## config.mk

```make
export PLATFORM = sky130hd
export DESIGN_NAME = fetch_stage_flat
export DESIGN_NICKNAME = d
export VERILOG_FILES = /design/src/rtl/fetch_stage_if.sv /design/src/rtl/fetch_stage.sv /design/src/flat_wrapper.sv
export SDC_FILE = /design/constraint.sdc
export NUM_CORES = 1
export LEC_CHECK = 0
export BUFFER_PORTS_ARGS = -buffer_cell sky130_fd_sc_hd__buf_4
export CORE_UTILIZATION = 49
export CTS_CLUSTER_DIAMETER = 200
export DETAILED_ROUTE_END_ITERATION = 16
export PLACE_DENSITY = 0.83
export SLEW_MARGIN = 25
export SYNTH_ARGS = -nofsm -noshare
export SYNTH_HDL_FRONTEND = slang
export SYNTH_SLANG_ARGS = --single-unit
```

## constraint.sdc

```tcl
create_clock -name clk -period 4.9 [get_ports clk]
set_input_delay 0 -clock clk [delete_from_list [all_inputs] [get_ports clk]]
set_output_delay 0 -clock clk [all_outputs]
set_load 0.02 [all_outputs]
```

## src/rtl/fetch_stage_if.sv

```systemverilog
// Fetch-stage bus: instruction-memory request/response plus the IF/ID handshake.
interface fetch_stage_if;
  logic        imem_req_valid;
  logic        imem_req_ready;
  logic [31:0] imem_addr;
  logic        imem_rsp_valid;
  logic [31:0] imem_rsp_data;
  logic        id_valid;
  logic        id_ready;
  logic [31:0] id_instr;
  logic [31:0] id_pc;
  logic [31:0] id_pc_plus4;
  logic        id_fault;

  modport master (
    output imem_req_valid, imem_addr, id_valid, id_instr, id_pc, id_pc_plus4, id_fault,
    input  imem_req_ready, imem_rsp_valid, imem_rsp_data, id_ready
  );

  modport slave (
    input  imem_req_valid, imem_addr, id_valid, id_instr, id_pc, id_pc_plus4, id_fault,
    output imem_req_ready, imem_rsp_valid, imem_rsp_data, id_ready
  );
endinterface

```

## src/rtl/fetch_stage.sv

```systemverilog
// RV32I fetch stage: PC owner, single-outstanding imem reads, IF/ID register with 1-entry skid.
// Optional macro FETCH_MISALIGN_CHK_EN: misaligned redirects emit a fault entry and halt fetch.
module fetch_stage #(
  parameter logic [31:0] RESET_PC  = 32'h0000_0000,
  parameter logic [31:0] NOP_INSTR = 32'h0000_0013
) (
  input  logic          clk,
  input  logic          rst_n,
  input  logic          redirect_valid,
  input  logic [31:0]   redirect_pc,
  fetch_stage_if.master bus
);

  typedef enum logic [1:0] {S_REQ, S_WAIT, S_DROP} state_t;

  state_t      state_q;
  logic [31:0] pc_q;
  logic [31:0] req_pc_p0;
  logic        skid_vld_p1;
  logic [31:0] skid_instr_p1;
  logic [31:0] skid_pc_p1;
  logic        out_vld_p1;
  logic [31:0] out_instr_p1;
  logic [31:0] out_pc_p1;
  logic [31:0] out_pc4_p1;

  logic        fetch_halt;
  logic        misalign;
  logic [31:0] redirect_tgt;
  logic        req_fire;
  logic        rsp_take;
  logic        out_free;
  logic        pop;

`ifdef FETCH_MISALIGN_CHK_EN
  logic halt_q;
  logic out_fault_p1;

  assign misalign     = (redirect_pc[1:0] != 2'b00);
  assign redirect_tgt = redirect_pc;
  assign fetch_halt   = halt_q;
  assign bus.id_fault = out_fault_p1;

  // Fault entry lives until popped; halt persists until the next aligned redirect.
  always_ff @(posedge clk or negedge rst_n) begin
    if (!rst_n) begin
      halt_q       <= 1'b0;
      out_fault_p1 <= 1'b0;
    end else if (redirect_valid) begin
      halt_q       <= misalign;
      out_fault_p1 <= misalign;
    end else if (pop) begin
      out_fault_p1 <= 1'b0;
    end
  end
`else
  assign misalign     = 1'b0;
  assign redirect_tgt = redirect_pc & 32'hFFFF_FFFC;
  assign fetch_halt   = 1'b0;
  assign bus.id_fault = 1'b0;
`endif

  assign bus.imem_req_valid = rst_n & (state_q == S_REQ) & ~skid_vld_p1
                              & ~redirect_valid & ~fetch_halt;
  assign bus.imem_addr      = pc_q;
  assign req_fire           = bus.imem_req_valid & bus.imem_req_ready;
  assign rsp_take           = (state_q == S_WAIT) & bus.imem_rsp_valid & ~redirect_valid;
  assign out_free           = ~out_vld_p1 | bus.id_ready;
  assign pop                = out_vld_p1 & bus.id_ready;

  assign bus.id_valid    = out_vld_p1;
  assign bus.id_instr    = out_instr_p1;
  assign bus.id_pc       = out_pc_p1;
  assign bus.id_pc_plus4 = out_pc4_p1;

  // ---- p0: request issue / p1: IF/ID output register and skid ----
  always_ff @(posedge clk or negedge rst_n) begin
    if (!rst_n) begin
      state_q      <= S_REQ;
      pc_q         <= RESET_PC;
      skid_vld_p1  <= 1'b0;
      out_vld_p1   <= 1'b0;
      out_instr_p1 <= NOP_INSTR;
      out_pc_p1    <= 32'h0000_0000;
      out_pc4_p1   <= 32'h0000_0004;
    end else if (redirect_valid) begin
      pc_q         <= redirect_tgt;
      skid_vld_p1  <= 1'b0;
      out_vld_p1   <= misalign;
      out_instr_p1 <= NOP_INSTR;
      if (misalign) begin
        out_pc_p1  <= redirect_pc;
        out_pc4_p1 <= redirect_pc + 32'd4;
      end
      // Any fetch still in flight becomes stale unless its response lands now.
      case (state_q)
        S_WAIT, S_DROP: state_q <= bus.imem_rsp_valid ? S_REQ : S_DROP;
        default:        state_q <= S_REQ;
      endcase
    end else begin
      if (req_fire) begin
        pc_q    <= pc_q + 32'd4;
        state_q <= S_WAIT;
      end else if (state_q != S_REQ && bus.imem_rsp_valid) begin
        state_q <= S_REQ;
      end

      if (rsp_take && out_free) begin
        out_vld_p1   <= 1'b1;
        out_instr_p1 <= bus.imem_rsp_data;
        out_pc_p1    <= req_pc_p0;
        out_pc4_p1   <= req_pc_p0 + 32'd4;
      end else if (pop) begin
        if (skid_vld_p1) begin
          out_instr_p1 <= skid_instr_p1;
          out_pc_p1    <= skid_pc_p1;
          out_pc4_p1   <= skid_pc_p1 + 32'd4;
          skid_vld_p1  <= 1'b0;
        end else begin
          out_vld_p1   <= 1'b0;
          out_instr_p1 <= NOP_INSTR;
        end
      end

      if (rsp_take && !out_free) skid_vld_p1 <= 1'b1;
    end
  end

  always_ff @(posedge clk) begin
    if (req_fire) req_pc_p0 <= pc_q;
    if (rsp_take && !out_free) begin
      skid_instr_p1 <= bus.imem_rsp_data;
      skid_pc_p1    <= req_pc_p0;
    end
  end

endmodule

```

## src/flat_wrapper.sv

```systemverilog
// flat-port wrapper written by rule: the top's interface ports become plain ports
module fetch_stage_flat 
#(
  parameter logic [31:0] RESET_PC  = 32'h0000_0000,
  parameter logic [31:0] NOP_INSTR = 32'h0000_0013
)
  (clk, rst_n, redirect_valid, redirect_pc, bus_imem_req_valid, bus_imem_addr, bus_id_valid, bus_id_instr, bus_id_pc, bus_id_pc_plus4, bus_id_fault, bus_imem_req_ready, bus_imem_rsp_valid, bus_imem_rsp_data, bus_id_ready);
  fetch_stage_if bus_i ();
  input  logic clk;
  input  logic rst_n;
  input  logic redirect_valid;
  input  logic [31:0] redirect_pc;
  output wire logic [$bits(bus_i.imem_req_valid)-1:0] bus_imem_req_valid;
  output wire logic [$bits(bus_i.imem_addr)-1:0] bus_imem_addr;
  output wire logic [$bits(bus_i.id_valid)-1:0] bus_id_valid;
  output wire logic [$bits(bus_i.id_instr)-1:0] bus_id_instr;
  output wire logic [$bits(bus_i.id_pc)-1:0] bus_id_pc;
  output wire logic [$bits(bus_i.id_pc_plus4)-1:0] bus_id_pc_plus4;
  output wire logic [$bits(bus_i.id_fault)-1:0] bus_id_fault;
  input wire logic [$bits(bus_i.imem_req_ready)-1:0] bus_imem_req_ready;
  input wire logic [$bits(bus_i.imem_rsp_valid)-1:0] bus_imem_rsp_valid;
  input wire logic [$bits(bus_i.imem_rsp_data)-1:0] bus_imem_rsp_data;
  input wire logic [$bits(bus_i.id_ready)-1:0] bus_id_ready;
  assign bus_imem_req_valid = bus_i.imem_req_valid;
  assign bus_imem_addr = bus_i.imem_addr;
  assign bus_id_valid = bus_i.id_valid;
  assign bus_id_instr = bus_i.id_instr;
  assign bus_id_pc = bus_i.id_pc;
  assign bus_id_pc_plus4 = bus_i.id_pc_plus4;
  assign bus_id_fault = bus_i.id_fault;
  assign bus_i.imem_req_ready = bus_imem_req_ready;
  assign bus_i.imem_rsp_valid = bus_imem_rsp_valid;
  assign bus_i.imem_rsp_data = bus_imem_rsp_data;
  assign bus_i.id_ready = bus_id_ready;
  fetch_stage #(.RESET_PC(RESET_PC), .NOP_INSTR(NOP_INSTR)) u_core (.clk(clk), .rst_n(rst_n), .redirect_valid(redirect_valid), .redirect_pc(redirect_pc), .bus(bus_i));
endmodule
```

==> metrics.cfg <==
[clocking]
tritoncts=built
cts_resized=0
clock_latency_ns=0.51
clockBufferDepth=3
cts_htree_levels=1
cts_num_sinks=218
clockRootBuffer=clkbuf_16
cts_buffers=23
clk_pin_slew_ns=0.06

[power_and_ir_drop]
seq_power_share_pct=45.4
ir_drop_uv=242.7
p_per_area_nw_per_um2=397.6
intPower_mw=3.683
pwr-share-comb_pct=22.6
p_leak_nw=5.601
power_switching_mw=1.557
p_clk_share_pct=32.0
switching_share_pct=29.72

[timing]
rsz0062_at_grt=no
finalHoldViolCount=0
fin_crit_sh_pct=74.95
worst_pin_slew_ns=0.8990
timing.final.ws_setup_ns=1.227
drv_slew=0
tns_ns=0
maxSlewHeadroom_pct=39.87
finalSetupViolations=0
worst_clock_skew_ns=0.01434
min_period_ns=3.673
fmax_mhz=272.3

[global_routing]
grt_pass1_wl_um=44450
grt_use_total_pct=26.13
use_met1_pct=36.97
use_met2_pct=41.66
grt-ovfl-total=0
top_usage_layer=met2
antenna_found_initial=0
use_met3_pct=3.868
grt_max_degree=99
grt_pass1_vias=8331

[critical_path]
worstSetupEndpointType=flip-flop
reg2reg_depth=12
crit_type=flip-flop to flip-flop
worst-path-max-fanout=25
worstReg2RegEnd=u_core.bus.id_pc_plus4[20]
timing.rr.start=u_core.state_q[1]
startpoint_type=flip-flop
cp.arrival_ns=4.03
worst-endpoint-required_ns=5.26
r2r_setup_slack_ns=1.23

[routing]
routed_wl_um=27470
drtIter0Drc=747
drc=0
vias=8482
viasPerCell=5.834
post_drt_wl_per_cell_um=18.90
antenna_left=0
first_pass_iters=5

[yosys]
synthMuxAreaShare_pct=3.537
yosysTopAreaCell=dfrtp_1
syn_avg_cell_area_um2=11.02
synth.cell_area_um2=10050
synth-seq-cells=218
synth.distinct_cells=76
synth_cells=912
synth.most_common_cell=nand2_1
netlist_top_cells_count=nand2_1 (193), dfrtp_1 (122), edfxtp_1 (92), o21ai_0 (49), nand3_1 (33)
synth_edf_count=92
synth-main-ff-cell=dfrtp_1
synthSimpleGateAreaFrac_pct=17.29
ys_warn_count=0
synth_compound_area_share_pct=14.89
synth.yosys.seq_area_share_pct=58.93
async_flop_share_pct=57.80
synth_top_area_share_pct=30.39
synth_area_leaders=dfrtp_1 (30%), edfxtp_1 (27%), nand2_1 (7.2%), o21ai_0 (2.4%), a22oi_1 (2.3%)
synth_top_family_by_area=simple AND/OR/NAND/NOR gates
synth_xor_area_share_pct=1.569
synth-adder-area-share_pct=0.4981

[placement]
gp_congestion=0.8786
numPortBuffers=191
postPlaceCellArea_um2=11700
post-dp-hpwl_um=17900
place_worst_setup_slack_ns=1.276

[cells_and_area]
fillerInstances=1526
drive_gt1_share_pct=23.23
areaGrowthSynthToFinish_pct=31.20
fin_area_um2=13180
fin_nets=1242
diodes=0

[floorplan]
pin_count=201
die_h_um=145.2
rows=52
start_util_pct=49.81
die_width_um=145.2
core_um2=20170
die_area_um2=21080

[worst_hold_path]
min-delay-path-class=primary input to asynchronous set/reset pin

[run]
drv_cap=0

[outcome]
status=finished clean

-- repair_timing --
item	4_1_cts	5_1_grt
buffers inserted	0	0
hold endpoints to repair	164	0
hold buffers	75	0
endpoints found under the setup margin	0	0
-- sequential cells by signal (all words and copies together), names as in the netlist, 2 cells and up --
signal / cells
u_core.state_q: 2
u_core.bus.id_pc: 30
u_core.req_pc_p0: 30
u_core.bus.imem_addr: 30
u_core.skid_instr_p1: 32
u_core.skid_pc_p1: 30
u_core.bus.id_pc_plus4: 30
u_core.bus.id_instr: 32
-- final cells by class --
type                       instances  area (um^2)  area share, %
sequential                       218         5921          44.92
multi-input combinational        630         3856          29.25
timing repair buffer             279         2282          17.31
clock buffer                      37        678.2          5.145
tap                              270        337.8          2.563
inverter                          16        60.06         0.4556
clock inverter                     4        46.29         0.3512
-- per-layer routing --
metal | up-vias | wire length (um)
met3 | 59 | 1793
li1 | 3920 | -
met1 | 4133 | 11910
met2 | 370 | 13070
met5 | - | 0
met4 | 0 | 707
-- placed cells by master (no fill, tap or decap), types with 4 or more instances in the layout --
cell type	Yosys	final
buf_4	11	204
nand2_1	193	193
dfrtp_1	122	122
edfxtp_1	92	92
dlygate4sd3_1	0	75
o21ai_0	49	49
nand3_1	33	33
nand4_1	31	31
a22oi_1	31	31
nor2_1	28	25
a21oi_1	24	24
clkbuf_16	0	23
mux2i_1	22	22
o211ai_1	16	16
inv_1	15	15
mux2_2	12	12
o31ai_1	12	12
nor4_1	11	11
and3_1	10	10
xnor2_1	10	10
o311ai_0	10	10
and4_1	9	9
a31oi_1	9	9
clkbuf_1	27	9
or3_1	8	8
xor2_1	8	8
and2_1	7	7
conb_1	1	7
or4_1	5	5
o22ai_1	5	5
nor3_1	5	5
a221o_1	5	5
clkbuf_8	0	5
a211o_1	5	4
o2111ai_1	4	4
ha_1	4	4
dfstp_2	4	4
-- stage by stage --
| step | cells | hold WS, ns | power [mW] | utilization [%] |
|---|---|---|---|---|
| 5_1_grt | 1454 | 0.04687 | 5.458 | 65.35 |
| 4_1_cts | 1454 | 0.03811 | 5.262 | 65.34 |
| 3_5_place_dp | 1338 | -0.07769 | 3.545 | 58.03 |
| 3_3_place_gp | 1338 | -0.08606 | 3.506 | 58.03 |
| 6_report | 1454 | 0.04660 | 5.240 | 65.35 |
| 2_1_floorplan | 918 | -0.2956 | 2.959 | - |
-- critical path: stages, from the launching register on --
cell and delay (ns):
dfrtp_1 0.38, inv_1 0.08, ha_1 0.25, nand3b_4 0.32, nor2_4 0.55, mux2_2 0.27, ha_1 0.24, and4_1 0.26
nand4_2 0.19, a222oi_1 0.41, buf_4 0.20, nor4b_1 0.24, o31ai_1 0.11
-- cell families (layout without fill, tap and decap cells) --
kind of cell | after synthesis | count (layout)
muxes | 34 | 34
other | 1 | 7
and+or+nand+nor | 359 | 359
AOI/OAI and AO/OA | 208 | 208
DFF | 218 | 218
xor gates and xnor gates | 18 | 18
buffers and inverters | 70 | 336
adders and majority gates | 4 | 4
-- power by group through the flow --
stage	combinational [mW]	sequential, mW	clock, mW
after floorplan	0.298	2.66	0
after global placement	1.11	2.40	0
after detailed placement	1.14	2.41	0
after CTS	1.19	2.38	1.70
after global routing	1.28	2.42	1.77
final	1.19	2.38	1.68
-- worst max path at each step --
stage	cells past startpoint	slack, ns	endpoint	from
after CTS	12	1.27	u_core.bus.id_pc_plus4[20]	u_core.state_q[1]
after global placement	12	1.35	u_core.bus.id_pc_plus4[20]	u_core.state_q[1]
after floorplan	6	0.69	u_core.skid_instr_p1[0]	u_core.state_q[1]
after detailed placement	12	1.28	u_core.bus.id_pc_plus4[20]	u_core.state_q[1]
after global routing	11	1.03	u_core.bus.id_pc_plus4[30]	u_core.state_q[1]
final	12	1.23	u_core.bus.id_pc_plus4[20]	u_core.state_q[1]
Note: power is estimated with default switching activity, not from simulation.
